## config.mk

```make
export PLATFORM = sky130hd
export DESIGN_NAME = serial_adder
export DESIGN_NICKNAME = d
export VERILOG_FILES = /design/src/rtl/serial_adder.sv
export SDC_FILE = /design/constraint.sdc
export NUM_CORES = 1
export LEC_CHECK = 0
export BUFFER_PORTS_ARGS = -buffer_cell sky130_fd_sc_hd__buf_2
export CORE_MARGIN = 1
export CORE_UTILIZATION = 57
export DETAILED_ROUTE_END_ITERATION = 8
export HOLD_SLACK_MARGIN = 0.08
export PLACE_DENSITY = 0.93
export SKIP_LAST_GASP = 1
export SLEW_MARGIN = 20
export SYNTH_ARGS = -nofsm -noshare
export SYNTH_HDL_FRONTEND = slang
export SYNTH_SLANG_ARGS = --single-unit
```

## constraint.sdc

```tcl
create_clock -name clk -period 2.8 [get_ports clk]
set_clock_uncertainty 0.05 [all_clocks]
set_input_delay 0.28 -clock clk [delete_from_list [all_inputs] [get_ports clk]]
set_output_delay 0.28 -clock clk [all_outputs]
set_load 0.02 [all_outputs]
```

## src/rtl/serial_adder.sv

```systemverilog
// Bit-serial adder/subtractor.
// One full adder and one carry flip-flop process the operands LSB first,
// one bit per clock. Subtraction is a + ~b + 1: the B operand is inverted
// when it is latched and the carry is preloaded with 1.
//
// Handshake: an operation is accepted on any rising edge where start=1 and
// the block is not busy (IDLE or DONE state). busy is high for exactly WIDTH
// cycles, then done pulses for one cycle with sum/cout/overflow valid. The
// results stay stable until the next accepted start. Starts seen while busy
// are ignored.
module serial_adder #(
    parameter int WIDTH = 8
) (
    input  logic             clk,
    input  logic             rst_n,
    input  logic             start,
    input  logic             sub,
    input  logic [WIDTH-1:0] a,
    input  logic [WIDTH-1:0] b,
    output logic             busy,
    output logic             done,
    output logic [WIDTH-1:0] sum,
    output logic             cout,
    output logic             overflow,
    output logic [1:0]       dbg_state_o
);

    typedef enum logic [1:0] {
        ST_IDLE = 2'd0,
        ST_RUN  = 2'd1,
        ST_DONE = 2'd2
    } state_t;

    localparam int CW = (WIDTH > 2) ? $clog2(WIDTH) : 1;
    localparam logic [CW-1:0] LAST_BIT = CW'(WIDTH - 1);

    state_t           state_q;
    logic [WIDTH-1:0] a_q;
    logic [WIDTH-1:0] b_q;
    logic [WIDTH-1:0] sum_q;
    logic [CW-1:0]    cnt_q;
    logic             carry_q;
    logic             busy_q;
    logic             done_q;
    logic             cout_q;
    logic             ovf_q;

    logic             sum_bit_d;
    logic             carry_d;

    // The single 1-bit full adder working on the current operand LSBs.
    always_comb begin
        sum_bit_d = a_q[0] ^ b_q[0] ^ carry_q;
        carry_d   = (a_q[0] & b_q[0]) | (carry_q & (a_q[0] ^ b_q[0]));
    end

    // Control FSM and serial datapath with registered status outputs.
    always_ff @(posedge clk or negedge rst_n) begin
        if (!rst_n) begin
            state_q <= ST_IDLE;
            a_q     <= '0;
            b_q     <= '0;
            sum_q   <= '0;
            cnt_q   <= '0;
            carry_q <= 1'b0;
            busy_q  <= 1'b0;
            done_q  <= 1'b0;
            cout_q  <= 1'b0;
            ovf_q   <= 1'b0;
        end else begin
            case (state_q)
                ST_IDLE: begin
                    done_q <= 1'b0;
                    if (start) begin
                        a_q     <= a;
                        b_q     <= b ^ {WIDTH{sub}};
                        carry_q <= sub;
                        cnt_q   <= '0;
                        busy_q  <= 1'b1;
                        state_q <= ST_RUN;
                    end
                end
                ST_RUN: begin
                    // Result bits enter at the MSB end so that after WIDTH
                    // shifts bit 0 has reached position 0.
                    sum_q   <= {sum_bit_d, sum_q[WIDTH-1:1]};
                    a_q     <= a_q >> 1;
                    b_q     <= b_q >> 1;
                    carry_q <= carry_d;
                    cnt_q   <= cnt_q + CW'(1);
                    if (cnt_q == LAST_BIT) begin
                        // carry_q is the carry into the MSB at this point.
                        cout_q  <= carry_d;
                        ovf_q   <= carry_q ^ carry_d;
                        busy_q  <= 1'b0;
                        done_q  <= 1'b1;
                        state_q <= ST_DONE;
                    end
                end
                ST_DONE: begin
                    done_q <= 1'b0;
                    if (start) begin
                        // Back-to-back: accept immediately, no idle cycle.
                        a_q     <= a;
                        b_q     <= b ^ {WIDTH{sub}};
                        carry_q <= sub;
                        cnt_q   <= '0;
                        busy_q  <= 1'b1;
                        state_q <= ST_RUN;
                    end else begin
                        state_q <= ST_IDLE;
                    end
                end
                default: begin
                    busy_q  <= 1'b0;
                    done_q  <= 1'b0;
                    state_q <= ST_IDLE;
                end
            endcase
        end
    end

    assign busy        = busy_q;
    assign done        = done_q;
    assign sum         = sum_q;
    assign cout        = cout_q;
    assign overflow    = ovf_q;
    assign dbg_state_o = state_q;

endmodule
```

Word-level counts from Yosys, hierarchy flattened
Index checks and enable logic that the tools add are counted.
{"block": "totals", "wordCells": 48, "regBits": 34, "input_bits": 20}
{"block": "classes", "bitwise_logic": 7, "reduce_logical": 7, "add_sub_neg": 1, "n_mux": 17, "n_eq_ne": 6}
{"op": "$pmux 8 s2", "n": 2}
{"op": "$mux 8", "n": 2}
{"op": "$reduce_and 2->1", "n": 4}
{"op": "$xor 8x8->8", "n": 1}
{"op": "$mux 1", "n": 6}
{"op": "$pmux 2 s3", "n": 1}
{"op": "$pmux 3 s2", "n": 1}
{"op": "$mux 2", "n": 2}
{"op": "$ne 2x2->1 const B", "n": 2}
{"op": "$pmux 1 s2", "n": 2}
{"op": "$add 3x1->3 const B", "n": 1}
{"op": "$eq 3x3->1 const B", "n": 1}
{"op": "$mux 3", "n": 1}
{"op": "$xor 1x1->1", "n": 3}
{"op": "$and 1x1->1", "n": 2}
{"op": "$eq 2x1->1 const B", "n": 1}
{"op": "$eq 2x2->1 const B", "n": 1}
{"op": "$logic_not 2->1", "n": 1}
{"op": "$ne 2x1->1 const B", "n": 1}
{"op": "$reduce_bool 2->1", "n": 1}
{"op": "$reduce_or 2->1", "n": 1}
{"op": "$or 1x1->1", "n": 1}

Logic depth before layout (Yosys ltp)
Gate-level depths: netlist (run 1).
{"block": "depth", "depth_word": 4, "ltp_mapped": 7, "mapped_depth_nobuf": 5}

Worst setup path after synthesis (run 1)
No wires, ideal clock.
{"block": "synth_path", "path_kind": "reg2reg", "from": "register state_q[0], in the netlist dbg_state_o[0]", "to": "register cnt_q[1]", "required_ns": 2.629, "period_less_slack_ns": 1.582, "t_arrival_ns": 1.411, "slack_ns": 1.218, "path_stages_with_launch": 8, "path_buffers": 4, "path_cell_list": "dfrtp_1 buf_6 nand2b_4 buf_6 and2_4 buf_6 buf_6 a22o_1"}
{"block": "synth_between", "elab_chain_cells": 4, "word_cells_on_any_way": 8, "classes_between": "3 x eq/ne; 1 x mux; 4 x reduce/logical"}
{"element": "start, declared", "line_no": "37", "text": "state_t state_q;"}
{"element": "start signal, assigned", "line_no": "60", "text": "state_q <= ST_IDLE;"}
{"element": "start signal, assigned", "line_no": "80", "text": "state_q <= ST_RUN;"}
{"element": "start signal, assigned", "line_no": "97", "text": "state_q <= ST_DONE;"}
{"element": "$eq 2x2->1 or $logic_not 2->1 (tied branches)", "line_no": "71", "text": "case (state_q)"}
{"element": "$reduce_or 2->1 (no line)"}
{"element": "$ne 2x1->1 (no line) or $reduce_bool 2->1 (tied branches)"}
{"element": "$reduce_and 2->1 (no line)"}
{"element": "end signal, assigned", "line_no": "90", "text": "cnt_q <= cnt_q + CW'(1);"}
{"element": "end, declared", "line_no": "41", "text": "logic [CW-1:0] cnt_q;"}
Parallel ways exist; a longest one is shown, timed or not.
A chain may end at the register's enable or synchronous reset.

Worst setup path in the final report (run 1)
{"block": "layout_path", "from": "register state_q[0], in the netlist dbg_state_o[0]", "to": "register cout_q, in the netlist cout"}
{"block": "layout_between", "elab_chain_cells": 2}
{"element": "$eq 2x1->1", "line_no": "71"}
{"element": "$reduce_and 2->1 (no line)"}
{"element": "end signal, assigned", "line_no": "93", "text": "cout_q <= carry_d;"}
{"element": "end, declared", "line_no": "45", "text": "logic cout_q;"}
No other way between the ends.

==> metrics, run 1 <==
Max Clk Rate 515 MHz; hpwl dp between 2000 and 2500 um; launch instance of the worst min-delay path a[6]; post-synthesis sequential area ratio 54.6%; fin crit period 1.94 ns; worst path cell trace nor2b_1, buf_4, and2_1, mux2_1; unrepaired setup endpoints after global routing no; library cell contributing the largest single delay on the critical path sky130_fd_sc_hd__dfrtp_1; worst setup path class reg -> reg; clock tree buffer depth 2; count of boundary I/O pins 34; instance area at placement around 1700 um2; aggregate global routing overflow 0; number of storage elements in the synthesis netlist 34; number of cells on the worst reg-to-reg path 4; capture instance of the worst register-to-register path cout$_DFFE_PN0P_; outcome complete, no violations; post-synthesis instance area 1560 um2; leading area contributor after synthesis sky130_fd_sc_hd__dfrtp_1; pwr/cell area ~1100 nW/um2; maximum number of pins on one net before global-route repair 35; clock transition at the register clock pins on the worst setup and hold paths after CTS 0.10 ns; cells taking the most area after synthesis sky130_fd_sc_hd__dfrtp_1 (55%), sky130_fd_sc_hd__nand2_1 (6.5%), sky130_fd_sc_hd__mux2i_1 (6.4%); signal arrival time at the worst endpoint 2.12 ns; total negative slack for setup checks 0 ns; number of inserted diodes 0; final period utilization 69.4%; DR vias/cell 5.59; Synth Net Count 168; Hold Crit Endpoint a_q[6]$_DFFE_PN0P_; required time at the endpoint of the critical path 2.98 ns; area taken by multi-input logic gates between 600 and 700 um2; type of element capturing the critical path flop; antenna viol nets, final 0; post-layout instance area 1770 um2; worst setup slack for register-to-register paths 0.86 ns; height of the chip about 54 um; slowest stage delay, CP roughly 0.80 ns; final-layout worst hold slack around 0.18 ns; first-pass GRT wire length 5090 um; most frequent cells in the layout sky130_fd_sc_hd__dfrtp_1 (34), sky130_fd_sc_hd__buf_2 (33), sky130_fd_sc_hd__nand2_1 (27); footprint of the flip-flops and latches 851 um2; CP Max Fanout 19; clock buffer count from CTS 5; Starting Density 61.8%; RR Startpoint dbg_state_o[0]$_DFFE_PN0P_; number of design-rule violations left by the first detailed-router iteration 12; final estimated routing congestion in global placement between 0.7 and 0.8; fillcell total 198; Synth top area share between 50 and 60%; fraction of final layout cells sized beyond drive strength 1 24.7%; Final Setup Violations 0; number of antenna violations at the first check in global routing 0; number of core rows 18; Post-CTS Setup Inserts 0; hold-critical path depth 3; Clock Latency Late Sink 0.33 ns; worst ir drop on vdd slightly above 0.7 mV; final count of pins violating max slew 0; DR DRC count 0; number of iterations in the first detailed-routing pass 4; DIE WIDTH 54.3 um; Warnings, synthesis 0; H-Tree Depth 2; signed area change from the synthesized netlist to the final layout 13.6%; Slew Limit Headroom between 50% and 60%; most common cell after layout, fill and taps aside sky130_fd_sc_hd__dfrtp_1; area enclosed by the die boundary just under 3000 um2; overall routing resource usage 25.4%; clk sink count 34; average routed wire per standard cell 15.2 um; final standard cell utilization of the core 70.2%; via count of the first global-routing pass 1130; kind of path behind the tightest hold check in -> reg; Worst Max-Slew Pin Slew around 0.74 ns; placeable core region 2520 um2; CTS root buffer sky130_fd_sc_hd__clkbuf_4; Total Routed Length 3160 um; count of endpoints failing hold in the final timing report 0; TritonCTS clock tree done; distinct cell type count after synthesis 24; buffers added on ports 33; Lkg Pwr between 0.0009 and 0.001 uW; startpoint class of the critical path flop; routed vias 1162; Post-Syn Area per Cell 10.8 um2; cell count after placement about 200; Gate Count Post-Synth around 150; # nets final 200; Max-Cap Viols 0; Layout Cells excl Fill between 200 and 250
==> cells by family after synthesis <==
| logic type | Yosys count | synth area share [%] |
|---|---|---|
| multiplexers | 11 | 7.14 |
| AND/OR/NAND/NOR | 54 | 15.3 |
| AO/OA/AOI/OAI | 23 | 10.1 |
| flip-flops | 34 | 54.6 |
| XOR/XNOR | 9 | 5.06 |
| buffers and inverters | 11 | 4.90 |
| adder cells (fa/ha/maj) | 3 | 2.89 |
==> metal layers <==
metal	track usage [%]	vias up	part of all wire (%)	wire length [um]
li1	-	560	-	-
met1	31.6	556	45	1430
met2	40.0	37	48	1530
met3	8.61	9	3.7	117
met4	11.1	0	2.4	76
met5	0	-	0	0
==> worst max-delay path by stage <==
stage	start	to	slack, ns
floorplan	dbg_state_o[0]$_DFFE_PN0P_	cnt_q[1]$_DFFE_PN0P_	1.22
global placement	dbg_state_o[0]$_DFFE_PN0P_	cout$_DFFE_PN0P_	0.97
global route	dbg_state_o[0]$_DFFE_PN0P_	cout$_DFFE_PN0P_	0.73
CTS	dbg_state_o[0]$_DFFE_PN0P_	cout$_DFFE_PN0P_	0.86
finish	dbg_state_o[0]$_DFFE_PN0P_	cout$_DFFE_PN0P_	0.86
detailed placement	dbg_state_o[0]$_DFFE_PN0P_	cout$_DFFE_PN0P_	0.88
==> flip-flops by register name, summed over array words and instances (netlist names) <==
name	count
a_q	8
b_q	8
sum	8
cnt_q	3
dbg_state_o	2
busy	1
carry_q	1
cout	1
done	1
overflow	1
==> cell usage after synthesis <==
cell type,number
sky130_fd_sc_hd__nand2b_4,1
sky130_fd_sc_hd__ha_1,2
sky130_fd_sc_hd__xor2_1,1
sky130_fd_sc_hd__nor2b_1,1
sky130_fd_sc_hd__buf_2,4
sky130_fd_sc_hd__nand2_1,27
sky130_fd_sc_hd__mux2_1,1
sky130_fd_sc_hd__mux2i_1,10
sky130_fd_sc_hd__a221o_1,7
sky130_fd_sc_hd__a22o_1,2
sky130_fd_sc_hd__dfrtp_1,34
sky130_fd_sc_hd__xnor2_1,8
sky130_fd_sc_hd__and2_1,1
sky130_fd_sc_hd__a21oi_1,2
sky130_fd_sc_hd__buf_6,4
sky130_fd_sc_hd__clkbuf_1,2
sky130_fd_sc_hd__nor2_1,11
sky130_fd_sc_hd__o21ai_1,8
sky130_fd_sc_hd__and2_4,1
sky130_fd_sc_hd__nand2b_1,1
sky130_fd_sc_hd__nand3_1,11
sky130_fd_sc_hd__fa_1,1
sky130_fd_sc_hd__o21ai_0,4
sky130_fd_sc_hd__buf_1,1
==> cell type report <==
| class | count | area share (%) |
|---|---|---|
| clock buffers | 7 | 3.11 |
| well taps | 30 | 2.12 |
| flip-flops and latches | 34 | 48.1 |
| multi-input cells | 100 | 35.7 |
| repair buffers | 36 | 10.7 |
| clock inverters | 1 | 0.283 |
==> power breakdown <==
part	internal, uW	switching (uW)	total, uW
registers	707	185	892
logic	365	484	848
clock network	122	157	279
total	1190	826	2020
==> per-stage QoR <==
| step | setup WS, ns | power, uW |
|---|---|---|
| 3_5_place_dp | 0.875 | 1750 |
| 6_report | 0.858 | 2020 |
| 5_1_grt | 0.732 | 2180 |
| 3_3_place_gp | 0.968 | 1670 |
| 4_1_cts | 0.862 | 2030 |
| 2_1_floorplan | 1.22 | 1540 |
==> critical path, delay by kind of cell, from the launching register on <==
kind                   cells  cell delay, ns
muxes                      1            0.33
and+or+nand+nor            2            0.42
buffers and inverters      1            0.22
DFF                        1            0.80
==> timing repair <==
item                      in CTS  in global routing
hold buffers                   1                  0
resized for setup              0                  0
hold endpoints to repair      34                  0
Note: power is estimated with default switching activity, not from simulation.
==> run 2, diff against run 1 <==
--- a/config.mk
+++ b/config.mk
@@ -7,10 +7,10 @@
 export LEC_CHECK = 0
 export BUFFER_PORTS_ARGS = -buffer_cell sky130_fd_sc_hd__buf_2
 export CORE_MARGIN = 1
-export CORE_UTILIZATION = 57
+export CORE_UTILIZATION = 53
 export DETAILED_ROUTE_END_ITERATION = 8
 export HOLD_SLACK_MARGIN = 0.08
-export PLACE_DENSITY = 0.93
+export PLACE_DENSITY = 0.88
 export SKIP_LAST_GASP = 1
 export SLEW_MARGIN = 20
 export SYNTH_ARGS = -nofsm -noshare
==> constraint.sdc (replaced) <==
create_clock -name clk -period 2 [get_ports clk]
set_clock_uncertainty 0.05 [all_clocks]
set_input_delay 0.2 -clock clk [delete_from_list [all_inputs] [get_ports clk]]
set_output_delay 0.2 -clock clk [all_outputs]
set_load 0.02 [all_outputs]
==> metrics, run 2 (synthesis gave the netlist of run 1 again) <==
relative contribution of sequential cells to total power 41.8% (-2.4 points); worst setup path class reg -> out; Total Routed Length 3000 um (-5.0%); proportion of power drawn by the clock network 16.1% (+2.3 points); placeable core region 2780 um2 (+10%); total negative slack for setup checks 0 ns (unchanged); number of inserted diodes 0 (unchanged); CTS root buffer sky130_fd_sc_hd__clkbuf_4; TritonCTS clock tree done; final standard cell utilization of the core 65.4% (-4.8 points); DIE WIDTH 56.2 um (+3.6%); Internal 1750 uW (+47%); Max Clk Rate roughly 630 MHz; via count of the first global-routing pass 1201 (+6.3%); first-pass GRT wire length 5220 um (+2.6%); RR Startpoint dbg_state_o[0]$_DFFE_PN0P_; Max-Cap Viols 0 (unchanged); number of antenna violations at the first check in global routing 0 (unchanged); signal arrival time at the worst endpoint 1.33 ns (-0.79 ns); hpwl dp 2100 um (-5.2%); worst ir drop on vdd 1.12 mV (+53%); maximum number of pins on one net before global-route repair 35 (unchanged); post-layout instance area 1820 um2 (+2.7%); clk sink count 34 (unchanged); DR vias/cell 5.46 (-2.2%); number of design-rule violations left by the first detailed-router iteration 37 (+25); routed vias 1158 (-0.34%); antenna viol nets, final 0 (unchanged); unrepaired setup endpoints after global routing no; Clock Latency Late Sink 0.34 ns (about the same); signed area change from the synthesized netlist to the final layout 16.6%; Final Setup Violations 0 (unchanged); required time at the endpoint of the critical path 1.75 ns (-1.23 ns); pwr/cell area 1600 nW/um2 (+40%); CP Max Fanout 11 (-8); fin crit period 1.58 ns; clock buffer count from CTS 5 (unchanged); final estimated routing congestion in global placement 0.753 (-2.6%); clock transition at the register clock pins on the worst setup and hold paths after CTS 0.10 ns (about the same); DR DRC count 0 (unchanged); fraction of final layout cells sized beyond drive strength 1 25.4% (+0.70 points); share of total power in combinational logic 42.1% (about the same); Post-CTS Setup Inserts 0 (unchanged); Layout Cells excl Fill 212 (+1.9%); instance area at placement 1710 um2 (+0.52%); grt met1 use 27.7% (-3.9 points); launch instance of the worst min-delay path a[3]; Slew Limit Headroom 51.6% (+0.69 points); outcome complete, no violations; count of boundary I/O pins 34 (unchanged); clock tree buffer depth 2 (unchanged); most common cell after layout, fill and taps aside sky130_fd_sc_hd__dfrtp_1; # nets final 203 (+1.5%); number of iterations in the first detailed-routing pass 4 (unchanged); cell count after placement 201 (+1.0%); height of the chip 56.2 um (+3.6%); Lkg Pwr 0.000940 uW (+2.4%); aggregate global routing overflow 0 (unchanged); H-Tree Depth 2 (unchanged); Critical Path Source dbg_state_o[0]$_DFFE_PN0P_; GR Util met2 34.5% (-5.5 points); final-layout worst hold slack 0.0900 ns (-0.0876 ns); overall routing resource usage 21.9% (-3.5 points); switching pwr 1160 uW (+40%); count of endpoints failing hold in the final timing report 0 (unchanged); startpoint class of the critical path flop; buffers added on ports 33 (unchanged); Worst Max-Slew Pin Slew 0.725 ns (-0.0103 ns); switching power as a share of total power 39.8% (-1.1 points); type of element capturing the critical path output port; area enclosed by the die boundary 3160 um2 (+7.3%); final period utilization 79.0%; number of core rows 19 (+1); Starting Density 56.1% (-5.8 points); kind of path behind the tightest hold check in -> reg; most frequent cells in the layout sky130_fd_sc_hd__dfrtp_1 (34), sky130_fd_sc_hd__buf_2 (33), sky130_fd_sc_hd__nand2_1 (27); final count of pins violating max slew 0 (unchanged); average routed wire per standard cell 14.1 um (-6.8%); grt met3 use 7.91% (-0.70 points); most heavily used metal layer in global routing met2
## run 2: power groups by stage
stage,clock [uW],combinational (uW),sequential [uW]
2_1_floorplan,0,856,1300
3_3_place_gp,0,1170,1200
3_5_place_dp,0,1230,1230
4_1_cts,473,1240,1220
5_1_grt,504,1370,1250
6_report,469,1220,1220
## run 2: worst paths after layout
path / endpoint / slack [ns] / cells after the start
worst max-delay path: dbg_state_o[0] / 0.42 / 2
worst min-delay path: a_q[3]$_DFFE_PN0P_ / 0.09 / 3
worst max register to register: b_q[6]$_DFFE_PN0P_ / 0.46 / 3
worst min register to register: sum[6]$_DFFE_PN0P_ / 0.44 / 2
max in group asynchronous: a_q[5]$_DFFE_PN0P_ / 1.04 / 2
min in group asynchronous: sum[3]$_DFFE_PN0P_ / 0.39 / 2
## run 2: layout make-up
| class | instances | area (um2) |
|---|---|---|
| fillers | 239 | 963 |
| flip-flops and latches | 34 | 851 |
| multi-input cells | 100 | 632 |
| repair buffers | 39 | 218 |
| clock buffers | 8 | 78.8 |
| well taps | 31 | 38.8 |
## run 2: critical path: stages (launching register included)
cell	delay, ns
sky130_fd_sc_hd__dfrtp_1	0.56
sky130_fd_sc_hd__buf_4	0.25
sky130_fd_sc_hd__buf_2	0.18
## run 2: stage by stage
stage	power, uW	worst slack (ns)
6_report	2910	0.421
5_1_grt	3120	0.347
4_1_cts	2930	0.404
3_5_place_dp	2460	0.462
3_3_place_gp	2370	0.531
2_1_floorplan	2150	0.418
## run 2: repair_timing
| action | CTS | global route |
|---|---|---|
| hold buffers | 3 | 0 |
| gates resized for setup | 0 | 0 |
| endpoints found under the hold margin | 36 | 0 |
## run 2: routing by layer
metal / up-vias / wire length, um / part of all wire [%]
li1: 560 / - / -
met1: 556 / 1310 / 44
met4: 0 / 51 / 1.7
met5: - / 0 / 0
met2: 35 / 1490 / 50
met3: 7 / 139 / 4.6
==> run 3, diff against run 2 <==
--- a/config.mk
+++ b/config.mk
@@ -7,10 +7,10 @@
 export LEC_CHECK = 0
 export BUFFER_PORTS_ARGS = -buffer_cell sky130_fd_sc_hd__buf_2
 export CORE_MARGIN = 1
-export CORE_UTILIZATION = 53
+export CORE_UTILIZATION = 48
 export DETAILED_ROUTE_END_ITERATION = 8
 export HOLD_SLACK_MARGIN = 0.08
-export PLACE_DENSITY = 0.88
+export PLACE_DENSITY = 0.85
 export SKIP_LAST_GASP = 1
 export SLEW_MARGIN = 20
 export SYNTH_ARGS = -nofsm -noshare
==> constraint.sdc (replaced) <==
create_clock -name clk -period 1.45 [get_ports clk]
set_clock_uncertainty 0.05 [all_clocks]
set_input_delay 0.145 -clock clk [delete_from_list [all_inputs] [get_ports clk]]
set_output_delay 0.145 -clock clk [all_outputs]
set_load 0.02 [all_outputs]
==> metrics, run 3 (synthesis gave the netlist of run 1 again) <==
relative contribution of sequential cells to total power 42.4% (+0.6 points); proportion of power drawn by the clock network 11.9% (-4.2 points); number of iterations in the first detailed-routing pass 4 (unchanged); number of cells on the worst reg-to-reg path 4 (+1); share of total power in combinational logic 45.7% (+3.6 points); Final Setup Violations 0 (unchanged); TritonCTS clock tree done; # nets final 212 (+4.4%); unrepaired setup endpoints after global routing no; CP Max Fanout 3 (-8); antenna viol nets, final 0 (unchanged); Critical Path Source cnt_q[0]$_DFFE_PN0P_; Starting Density 50.7% (-5.4 points); DR vias/cell 5.24 (-4.0%); pwr/cell area 2070 nW/um2 (+29%); buffers added on ports 33 (unchanged); slowest stage delay, CP 0.40 ns (-0.16 ns); fraction of final layout cells sized beyond drive strength 1 26.5% (+1.0 points); hpwl dp 2270 um (+8.1%); Lkg Pwr 0.000960 uW (+2.2%); required time at the endpoint of the critical path 1.62 ns (-0.13 ns); clock tree buffer depth 2 (unchanged); type of element capturing the critical path flop; signed area change from the synthesized netlist to the final layout 21.4%; placeable core region 3080 um2 (+11%); maximum number of pins on one net before global-route repair 35 (unchanged); Clock Latency Late Sink 0.32 ns (-0.02 ns); number of antenna violations at the first check in global routing 0 (unchanged); RR Startpoint cnt_q[0]$_DFFE_PN0P_; Post-CTS Setup Inserts 0 (unchanged); area enclosed by the die boundary 3480 um2 (+10%); Max Clk Rate ~720 MHz; clock buffer count from CTS 5 (unchanged); worst ir drop on vdd 1.07 mV (-3.7%); Max-Cap Viols 0 (unchanged); final period utilization a little over nine tenths; library cell contributing the largest single delay on the critical path sky130_fd_sc_hd__dfrtp_1; switching power as a share of total power 40.3% (+0.55 points); footprint of the flip-flops and latches 852 um2 (+0.15%); final estimated routing congestion in global placement 0.747 (-0.77%); worst path cell trace ha_1, ha_2, and2_4, mux2_4; most frequent cells in the layout sky130_fd_sc_hd__dfrtp_1 (33), sky130_fd_sc_hd__buf_2 (33), sky130_fd_sc_hd__nand2_1 (27); worst setup slack for register-to-register paths 0.06 ns (-0.40 ns); signal arrival time at the worst endpoint 1.56 ns (+0.23 ns); Layout Cells excl Fill 233 (+9.9%); final count of pins violating max slew 0 (unchanged); count of boundary I/O pins 34 (unchanged); Total Routed Length 3220 um (+7.4%); Worst Max-Slew Pin Slew 0.739 ns (+0.0136 ns); number of core rows 20 (+1); count of endpoints failing hold in the final timing report 0 (unchanged); worst setup path class reg -> reg; Slew Limit Headroom 50.7% (-0.91 points); switching pwr 1580 uW (+37%); last element of the critical path cout$_DFFE_PN0P_; fin crit period 1.39 ns; aggregate global routing overflow 0 (unchanged); cell depth of the worst setup path 4 (+2); kind of path behind the tightest hold check in -> reg; H-Tree Depth 2 (unchanged); DIE WIDTH 59.0 um (+4.9%); number of design-rule violations left by the first detailed-router iteration 76 (+110%); Internal 2340 uW (+33%); fillcell total 271 (+13%); overall routing resource usage 22.5% (+0.61 points); total negative slack for setup checks 0 ns (unchanged); capture instance of the worst register-to-register path cout$_DFFE_PN0P_; worst path bufs/invs 0 (-2); area taken by multi-input logic gates 641 um2 (+1.4%); cell count after placement 217 (+8.0%); clock transition at the register clock pins on the worst setup and hold paths after CTS 0.09 ns (about the same); DR DRC count 0 (unchanged); average routed wire per standard cell 13.8 um (-2.3%); clk sink count 34 (unchanged); outcome complete, no violations; first-pass GRT wire length 5770 um (+10%); startpoint class of the critical path flop; CTS root buffer sky130_fd_sc_hd__clkbuf_4; number of inserted diodes 0 (unchanged); height of the chip 59.0 um (+4.9%); routed vias 1222 (+5.5%); top cell family by delay on the critical path flip-flops; via count of the first global-routing pass 1272 (+5.9%)
[run 3: cell types whose count changed in the layout (fill, tap and decap cells not counted), sizes merged]
cell | previous run | this run
dlygate4sd3 | 3 | 9
buf | 36 | 39
clkbuf | 8 | 7
[run 3: worst min-delay path by stage]
stage / start / to / slack, ns / cells after the start
final: b[1] / b_q[1]$_DFFE_PN0P_ / 0.13 / 4
after floorplan: rst_n / a_q[0]$_DFFE_PN0P_ / -0.20 / 0
after CTS: b[1] / b_q[1]$_DFFE_PN0P_ / 0.12 / 4
after detailed placement: rst_n / a_q[1]$_DFFE_PN0P_ / 0.20 / 1
after global routing: b[2] / b_q[2]$_DFFE_PN0P_ / 0.13 / 4
after global placement: rst_n / sum[0]$_DFFE_PN0P_ / 0.18 / 1
[run 3: layout make-up]
cell class	count	share of cell area, %
clock buffers	7	2.38
multi-input cells	100	33.8
flip-flops and latches	34	45.0
well taps	44	2.91
repair buffers	48	15.9
[run 3: power by group through the flow]
stage	Clock (uW)	Sequential [uW]	Combinational, uW
after floorplan	0	1790	1210
after global placement	0	1640	1680
after detailed placement	0	1680	1790
after CTS	482	1660	1810
after global routing	524	1720	2030
final	465	1660	1790
[run 3: through the flow]
| stage | utilization (%) | hold WS, ns | total power [uW] | setup WS [ns] | area, um2 |
|---|---|---|---|---|---|
| after global routing | 61.5 | 0.134 | 4280 | 0.00868 | 1890 |
| after global placement | 57.0 | 0.180 | 3330 | 0.0816 | 1760 |
| after floorplan | - | -0.201 | 3000 | -0.0901 | 1570 |
| final | 61.5 | 0.134 | 3920 | 0.0603 | 1890 |
| after detailed placement | 57.0 | 0.201 | 3460 | 0.0279 | 1760 |
| after CTS | 61.4 | 0.123 | 3950 | 0.0279 | 1890 |
[run 3: repair_timing]
action / 4_1_cts / 5_1_grt
hold endpoints to repair: 42 / 0
hold buffers: 9 / 0
gates resized for setup: 0 / 1
setup endpoints to repair: 0 / 2
[run 3: tightest hold or removal path: stages]
cell and delay [ns]:
sky130_fd_sc_hd__buf_2 0.08, sky130_fd_sc_hd__xnor2_1 0.05, sky130_fd_sc_hd__nor2_1 0.09, sky130_fd_sc_hd__a221o_1 0.11
[run 3: metal layers]
metal	track usage (%)	vias to the layer above	wire (um)
met3	6.11	6	164
met5	0	-	0
met1	27.1	590	1320
met4	6.46	0	39
met2	39.4	43	1690
li1	-	583	-
